$ cat src/rtl/uart_pkg.sv
// uart_pkg: state encoding and parity selectors shared by the UART TX and RX paths
package uart_pkg;
    typedef enum logic [2:0] {TX_IDLE, TX_START, TX_DATA, TX_PARITY, TX_STOP} tx_state_e;
    localparam logic PAR_EVEN = 1'b0;
    localparam logic PAR_ODD  = 1'b1;
endpackage

$ cat src/rtl/uart_tx_serializer.sv
// tx_serializer: loadable right-shift payload register with bit index and last-bit flag
module tx_serializer
    import uart_pkg::*;
#(
    parameter int DATA_WIDTH = 8
) (
    input  logic                  i_clk,
    input  logic                  i_reset,
    input  logic                  load,
    input  logic                  shift,
    input  logic [DATA_WIDTH-1:0] data,
    output logic                  cur_bit,
    output logic                  nxt_bit,
    output logic                  last_bit
);
    localparam int IW = DATA_WIDTH > 1 ? $clog2(DATA_WIDTH) : 1;
    logic [DATA_WIDTH-1:0] sreg;
    logic [IW-1:0]         idx;
    always_ff @(posedge i_clk or negedge i_reset)
        if (!i_reset) begin
            sreg <= '0;
            idx  <= '0;
        end else if (load) begin
            sreg <= data;
            idx  <= '0;
        end else if (shift) begin
            sreg <= sreg >> 1;
            idx  <= idx + 1'b1;
        end
    assign cur_bit  = sreg[0];
    assign nxt_bit  = sreg[1];
    assign last_bit = idx == IW'(DATA_WIDTH - 1);
endmodule

$ cat src/rtl/uart_tx.sv
// uart_tx: framed serial transmitter (start, LSB-first data, optional parity, stop) with valid/busy handshake
module uart_tx
    import uart_pkg::*;
#(
    parameter int DATA_WIDTH   = 8,
    parameter int CLKS_PER_BIT = 8
) (
    input  logic                  i_clk,
    input  logic                  i_reset,
    input  logic [DATA_WIDTH-1:0] i_p_data,
    input  logic                  i_data_valid,
    input  logic                  i_par_en,
    input  logic                  i_par_typ,
    output logic                  o_tx_out,
    output logic                  o_busy,
    output logic                  o_tx_done
);
    localparam int TW = CLKS_PER_BIT > 1 ? $clog2(CLKS_PER_BIT) : 1;
    generate
        if (CLKS_PER_BIT < 1) begin : g_bad_cpb
            $error("uart_tx: CLKS_PER_BIT must be >= 1");
        end
    endgenerate
    tx_state_e     state, state_nx;
    logic [TW-1:0] timer, timer_nx;
    logic          par_en_q, par_bit_q, tc, accept, shift, line_nx;
    logic          cur_bit, nxt_bit, last_bit;
    assign tc     = timer == TW'(CLKS_PER_BIT - 1);
    assign accept = state == TX_IDLE && i_data_valid && !o_busy;
    assign shift  = state == TX_DATA && tc;
    tx_serializer #(.DATA_WIDTH(DATA_WIDTH)) u_ser (
        .i_clk    (i_clk),
        .i_reset  (i_reset),
        .load     (accept),
        .shift    (shift),
        .data     (i_p_data),
        .cur_bit  (cur_bit),
        .nxt_bit  (nxt_bit),
        .last_bit (last_bit)
    );
    always_comb begin
        state_nx = state;
        case (state)
            TX_IDLE:   state_nx = accept ? TX_START : TX_IDLE;
            TX_START:  state_nx = tc ? TX_DATA : TX_START;
            TX_DATA:   state_nx = (tc && last_bit) ? (par_en_q ? TX_PARITY : TX_STOP) : TX_DATA;
            TX_PARITY: state_nx = tc ? TX_STOP : TX_PARITY;
            TX_STOP:   state_nx = tc ? TX_IDLE : TX_STOP;
            default:   state_nx = TX_IDLE;
        endcase
        timer_nx = (state == TX_IDLE || tc) ? '0 : timer + 1'b1;
        // Outputs are registered from the next state so the line moves on the same edge as the FSM.
        line_nx  = state_nx == TX_START  ? 1'b0 :
                   state_nx == TX_DATA   ? (shift ? nxt_bit : cur_bit) :
                   state_nx == TX_PARITY ? par_bit_q : 1'b1;
    end
    always_ff @(posedge i_clk or negedge i_reset)
        if (!i_reset) begin
            state     <= TX_IDLE;
            timer     <= '0;
            par_en_q  <= 1'b0;
            par_bit_q <= 1'b0;
            o_tx_out  <= 1'b1;
            o_busy    <= 1'b0;
            o_tx_done <= 1'b0;
        end else begin
            state     <= state_nx;
            timer     <= timer_nx;
            o_tx_out  <= line_nx;
            o_busy    <= state_nx != TX_IDLE;
            o_tx_done <= state_nx == TX_STOP && timer_nx == TW'(CLKS_PER_BIT - 1);
            if (accept) begin
                par_en_q  <= i_par_en;
                par_bit_q <= (^i_p_data) ^ (i_par_typ == PAR_ODD);
            end
        end
endmodule

$ cat config.mk
export PLATFORM = sky130hd
export DESIGN_NAME = uart_tx
export DESIGN_NICKNAME = d
export VERILOG_FILES = /design/src/rtl/uart_pkg.sv /design/src/rtl/uart_tx_serializer.sv /design/src/rtl/uart_tx.sv
export SDC_FILE = /design/constraint.sdc
export NUM_CORES = 1
export LEC_CHECK = 0
export CAP_MARGIN = 20
export CORE_ASPECT_RATIO = 1.4
export CORE_UTILIZATION = 56
export CTS_CLUSTER_DIAMETER = 80
export DETAILED_ROUTE_END_ITERATION = 10
export PLACE_DENSITY = 0.91
export SYNTH_ARGS = -nofsm -noshare
export SYNTH_HDL_FRONTEND = slang
export SYNTH_SLANG_ARGS = --single-unit
$ cat constraint.sdc
create_clock -name i_clk -period 2.9 [get_ports i_clk]
set_clock_uncertainty 0.2 [all_clocks]
set_input_delay 0.725 -clock i_clk [delete_from_list [all_inputs] [get_ports i_clk]]
set_output_delay 0.725 -clock i_clk [all_outputs]
set_load 0.005 [all_outputs]
==> flow_metrics.env, run 1 <==
export IMPL_ctsResizeCount=0
export IMPL_drt_iter0_drc=18
export IMPL_drive_above_1_share_pct=14.5
export IMPL_power_leakage_nw=0.619
export IMPL_antenna_found_initial=0
export IMPL_fill_cells=124
export IMPL_cts_buffers=3
export IMPL_period_minus_slack_ps=2290
export IMPL_clock_latency_ps=320
export IMPL_grt_max_degree=23
export IMPL_worst_slew_pin_transition_ps=402
export IMPL_rows=18
export IMPL_tns_ps=0
export IMPL_worstReg2RegStart="u_ser.idx[0]$_DFFE_PN0P_"
export IMPL_critPathLaunch="o_tx_out$_DFF_PN1_"
export IMPL_powerDensity_nw_per_um2=442
export IMPL_final_cell_mix="dfrtp_1, clkdlybuf4s50_1, nand2_1"
export IMPL_viasPerCell=5.98
export IMPL_synth_yosys_seq_area_share_pct=48.9
export IMPL_crit_chain="clkdlybuf4s50_1"
export IMPL_fmax_mhz=437
export IMPL_syn_to_final_growth_pct=19.1
export IMPL_ios=16
export IMPL_cp_required_ps=1980
export IMPL_syn_area_per_cell_um2=12.1
export IMPL_cp_slowest_stage_delay_ps=550
export IMPL_layout_worst_path_cycle_share_pct=79.0
export IMPL_timing_rr_end="o_busy$_DFF_PN0_"
export IMPL_cts_buffer_depth=2
export IMPL_synth_ff_type="dfrtp_1"
export IMPL_dieArea_um2=2200
export IMPL_crit_arrival_ps=1370
export IMPL_port_buffers=15
export IMPL_syn_area_um2=1130
export IMPL_yosys_cell_types_count=39
export IMPL_start_kind="register"
export IMPL_critPathBufInv=1
export IMPL_multi_input_area_um2=541
export IMPL_crit_fanout=1
export IMPL_drtAntennaViolNets=0
export IMPL_finalWorstSetupSlack_ps=610
export IMPL_drv_slew=0
export IMPL_synth_top_family_by_area="compound AO/OA/AOI/OAI gates"
export IMPL_grt_pass1_vias=809
export IMPL_rsz0062_at_grt="no"
export IMPL_dp_cells=126
export IMPL_timing_hold_violations_final=0
export IMPL_synthCells=93
export IMPL_grt_pass1_wl_mm=3.49
export IMPL_synthMuxAreaShare_pct=6.44
export IMPL_slowest_stage="dfstp_2"
export IMPL_clk_pin_slew_ps=130
export IMPL_final_cells=130
export IMPL_postLayoutCellArea_um2=1340
export IMPL_synth_fa_ha_area_share_pct=4.44
export IMPL_ys_warn_count=0
export IMPL_hpwl_mm=1.53
export IMPL_routabilityCongestion=0.681
export IMPL_cts_setup_buffers=0
export IMPL_cts_hold_buf=0
export IMPL_fp_coreArea_um2=1820
export IMPL_vdd_ir_drop_worst_mv=0.386
export IMPL_grt_ovfl_total=0
export IMPL_htreeDepth=1
export IMPL_initial_core_util_pct=61.8
export IMPL_fin_nets=128
export IMPL_layout_commonest_cell="dfrtp_1"
export IMPL_numClockSinks=22
export IMPL_critical_path_class="register to output port"
export IMPL_dpl_instance_area_um2=1290
export IMPL_outcome="complete, no violations"
export IMPL_async_flop_share_pct=100
export IMPL_worstRegToRegCells=6
export IMPL_synthSimpleGateAreaFrac_pct=14.7
export IMPL_setup_viol_count_final=0
export IMPL_cp_top_family="flip-flops"
export IMPL_synthesis_nets=110
export IMPL_synth_xor_area_share_pct=6.66
export IMPL_grtUsageTotal_pct=24.0
export IMPL_drt_first_pass_iters=5
export IMPL_die_h_um=55.1
export IMPL_max_slew_margin_rel_pct=73.1
export IMPL_min_path_type="register to register"
export IMPL_antennaDiodeCount=0
export IMPL_wl_per_cell_um=16.1
export IMPL_dp_slack_ps=502
export IMPL_reg2reg_slack_ps=700
export IMPL_synth_edf_count=0
export IMPL_cts_tree="done"
export IMPL_yosys_register_bits=22
export IMPL_seq_area_um2=552
export IMPL_drc=0
export IMPL_hold_ws_ps=291
export IMPL_cts_root_buf="clkbuf_4"
export IMPL_crit_end="o_tx_out"
export IMPL_die_w_um=39.9
export IMPL_crit_cells=1
export IMPL_num_vias=777
export IMPL_worstSetupEndpointType="output port"
export IMPL_synth_compound_area_share_pct=15.8
export IMPL_drt_wl_total_mm=2.09
export IMPL_drv_cap=0
metal layers:
layer | vias up | GRT usage (%) | routed length (µm)
li1 | 371 | - | -
met1 | 378 | 24.9 | 807
met2 | 24 | 46.0 | 1180
met3 | 4 | 2.40 | 80
met4 | 0 | 10.3 | 25
met5 | - | 0 | 0
report_power, final:
| part | internal, W | switching, W | total [W] |
|---|---|---|---|
| clock network | 0.000140 | 0.0000981 | 0.000238 |
| registers | 0.000307 | 0 | 0.000307 |
| logic | 0.0000299 | 0.0000184 | 0.0000483 |
cell families after synthesis:
kind of cell / count (synthesis)
xor gates and xnor gates: 7
adders and majority gates: 4
muxes: 7
DFF: 22
AOI/OAI and AO/OA: 22
and+or+nand+nor: 25
buffers and inverters: 6
per-stage QoR:
step,total power [W],utilization (%)
2_1_floorplan,0.000333,-
3_3_place_gp,0.000360,70.7
3_5_place_dp,0.000361,70.7
4_1_cts,0.000598,73.6
5_1_grt,0.000608,73.6
6_report,0.000593,73.6
sequential cells by signal (all words and copies together), names as in the netlist:
signal / count
u_ser.sreg: 8
timer: 3
state: 3
par_bit_q: 1
u_ser.idx: 3
par_en_q: 1
o_busy: 1
o_tx_out: 1
o_tx_done: 1
cells in the mapped netlist (2+ instances only):
cell type	n	share of area, %
ha_1	4	4.4
dfrtp_1	21	47
mux2i_1	5	4.4
xor2_1	2	1.6
nand2_1	9	3.0
a22o_1	6	4.7
nor2_4	2	2.0
a21o_1	3	2.0
buf_4	3	2.0
and2_1	2	1.1
xnor2_1	4	3.1
mux2_2	2	2.0
o21ai_1	4	1.8
final cells by class:
type                    count  area share [%]
clock buffers               3            1.68
clock inverters             1            2.24
inverters                   2           0.559
multi-input cells          65            40.3
flip-flops and latches     22            41.1
well taps                  20            1.86
repair buffers             17            12.3
worst min-delay path by stage:
stage | start | endpoint | slack [ps] | cells after the start
floorplan | i_reset | o_busy$_DFF_PN0_ | 230 | 0
finish | timer[0]$_DFF_PN0_ | timer[0]$_DFF_PN0_ | 290 | 1
global route | u_ser.sreg[6]$_DFFE_PN0P_ | u_ser.sreg[6]$_DFFE_PN0P_ | 320 | 1
global placement | u_ser.sreg[6]$_DFFE_PN0P_ | u_ser.sreg[6]$_DFFE_PN0P_ | 270 | 1
detailed placement | u_ser.sreg[6]$_DFFE_PN0P_ | u_ser.sreg[6]$_DFFE_PN0P_ | 270 | 1
CTS | timer[0]$_DFF_PN0_ | timer[0]$_DFF_PN0_ | 290 | 1
Note: power is estimated with default switching activity, not from simulation.
==> run 2: changes to the inputs <==
- CORE_UTILIZATION: 56 -> 47
- PLACE_DENSITY: 0.91 -> 0.82
- clock period: 2.9 -> 2.01 ns (I/O delays scaled with it)
==> run 2 against run 1 <==
  * The run now ends with design-rule violations left
  * Sequential share of layout area is 2.6 points lower
  * Flip-flop and latch count stayed put
  * Core utilization is 9.2 points lower
  * Via count is 2.1% higher
  * Cell count is 7.7% higher
  * Die area is 18% higher
  * Non-clock buffer count is 8 higher
  * Total power is 20% higher
  * Worst setup slack worse by 550 ps
  * Global-route usage is 5.3 points lower
  * Combinational power is 42% higher
  * First-iteration DRC count is 39% lower
==> flow_metrics.env, run 2 (same netlist as run 1, synthesis figures left out) <==
export IMPL_outcome="complete, but fails checks"
export IMPL_violations="design-rule violations"
export IMPL_crit_chain="ha_2 -> ha_4 -> o41a_1 -> buf_4 -> nor4bb_2"
export IMPL_seq_area_um2=552
export IMPL_final_cell_mix="dfrtp_1, clkdlybuf4s50_1, nand2_1, buf_4, a22o_1"
export IMPL_clock_latency_ps=300
export IMPL_vdd_ir_drop_worst_mv=0.393
export IMPL_clk_pin_slew_ps=100
export IMPL_hpwl_mm=1.56
export IMPL_drt_wl_total_mm=2.03
export IMPL_routabilityCongestion=0.810
export IMPL_max_slew_margin_rel_pct=79.9
export IMPL_die_h_um=59.9
export IMPL_grt_ovfl_total=0
export IMPL_die_w_um=43.4
export IMPL_drt_first_pass_iters=7
export IMPL_ios=16
export IMPL_crit_fanout=8
export IMPL_htreeDepth=1
export IMPL_antenna_found_initial=0
export IMPL_powerDensity_nw_per_um2=496
export IMPL_grt_max_degree=23
export IMPL_layout_commonest_cell="dfrtp_1"
export IMPL_drtAntennaViolNets=0
export IMPL_dieArea_um2=2600
export IMPL_drt_iter0_drc=11
export IMPL_worstSetupEndpointType="register"
export IMPL_cts_buffer_depth=2
export IMPL_port_buffers=15
export IMPL_multi_input_area_um2=584
export IMPL_cts_buffers=3
export IMPL_cp_required_ps=2010
export IMPL_hold_ws_ps=297
export IMPL_min_path_type="register to register"
export IMPL_largest_reg_flops=8
export IMPL_cts_tree="done"
export IMPL_numClockSinks=22
export IMPL_crit_arrival_ps=1950
export IMPL_grt_pass1_wl_mm=3.55
export IMPL_cp_slowest_stage_delay_ps=470
export IMPL_drive_above_1_share_pct=24.6
export IMPL_wl_per_cell_um=14.5
export IMPL_syn_to_final_growth_pct=27.2
export IMPL_postLayoutCellArea_um2=1430
export IMPL_drv_slew=0
export IMPL_drc=4
export IMPL_start_kind="register"
export IMPL_slowest_stage="o41a_1"
export IMPL_setup_viol_count_final=0
export IMPL_num_vias=793
export IMPL_fp_coreArea_um2=2230
export IMPL_period_minus_slack_ps=1950
export IMPL_power_leakage_nw=0.649
export IMPL_worst_slew_pin_transition_ps=301
export IMPL_tns_ps=0
export IMPL_top_register="u_ser.sreg"
export IMPL_drv_cap=0
export IMPL_rows=20
export IMPL_fin_nets=136
export IMPL_critical_path_class="register to register"
export IMPL_cts_root_buf="clkbuf_4"
export IMPL_timing_hold_violations_final=0
export IMPL_cts_hold_buf=0
export IMPL_antennaDiodeCount=0
export IMPL_grt_pass1_vias=823
export IMPL_layout_worst_path_cycle_share_pct=97.0
export IMPL_grtUsageTotal_pct=18.7
export IMPL_fill_cells=189
export IMPL_initial_core_util_pct=50.6
export IMPL_viasPerCell=5.66
export IMPL_fin_util_pct=64.4
export IMPL_dpl_instance_area_um2=1350
export IMPL_fmax_mhz=513
run 2: repair_timing:
item,CTS,global route
endpoints found under the setup margin,5,4
pin swaps,0,3
setup buffers,1,1
hold endpoints to repair,0,0
gates resized for setup,3,7
run 2: through the flow:
stage / cells / worst slack (ps) / power [W]
final: 140 / 60.3 / 0.000711
after global routing: 140 / -33.5 / 0.000746
after CTS: 139 / 5.92 / 0.000721
after detailed placement: 134 / -150 / 0.000521
after global placement: 134 / -134 / 0.000519
after floorplan: 93 / 50.4 / 0.000480
run 2: area by class of cell:
class	instances	share of cell area (%)
flip-flops and latches	22	38.5
inverters	2	0.524
well taps	22	1.92
multi-input cells	65	40.8
repair buffers	25	16.5
clock buffers	4	1.83
run 2: metal layers:
metal / GRT usage (%) / wire length (µm) / vias to the layer above / share of wire [%]
li1: - / - / 385 / -
met1: 21.1 / 833 / 385 / 41
met2: 35.1 / 1110 / 18 / 55
met3: 1.81 / 47 / 5 / 2.3
met4: 8.04 / 39 / 0 / 1.9
met5: 0 / 0 / - / 0
run 2: critical path: cells and delay by family (launching register included):
family	cells	cell delay (ps)
AND/OR/NAND/NOR	1	250
buffers and inverters	1	160
adder cells (fa/ha/maj)	2	390
flip-flops	1	400
AO/OA/AOI/OAI	1	470
run 2: path summary, 6_finish.rpt:
| path | endpoint | slack, ps | from | cells past startpoint |
|---|---|---|---|---|
| worst max register to register | o_tx_done$_DFF_PN0_ | 60 | timer[0]$_DFF_PN0_ | 5 |
| worst max-delay path | o_tx_done$_DFF_PN0_ | 60 | timer[0]$_DFF_PN0_ | 5 |
| worst min-delay path | u_ser.sreg[6]$_DFFE_PN0P_ | 300 | u_ser.sreg[6]$_DFFE_PN0P_ | 1 |
| worst min register to register | u_ser.sreg[6]$_DFFE_PN0P_ | 300 | u_ser.sreg[6]$_DFFE_PN0P_ | 1 |
| max in group asynchronous | o_tx_out$_DFF_PN1_ | 1000 | i_reset | 2 |
| min in group asynchronous | state[0]$_DFF_PN0_ | 330 | i_reset | 2 |
run 2: power by group:
part	total [W]	leakage [nW]	switching [W]	internal [W]
sequential	0.000442	0.279	0	0.000442
clock	0.000200	0.0150	0.000122	0.0000773
combinational	0.0000688	0.356	0.0000256	0.0000431
total	0.000711	0.649	0.000148	0.000563
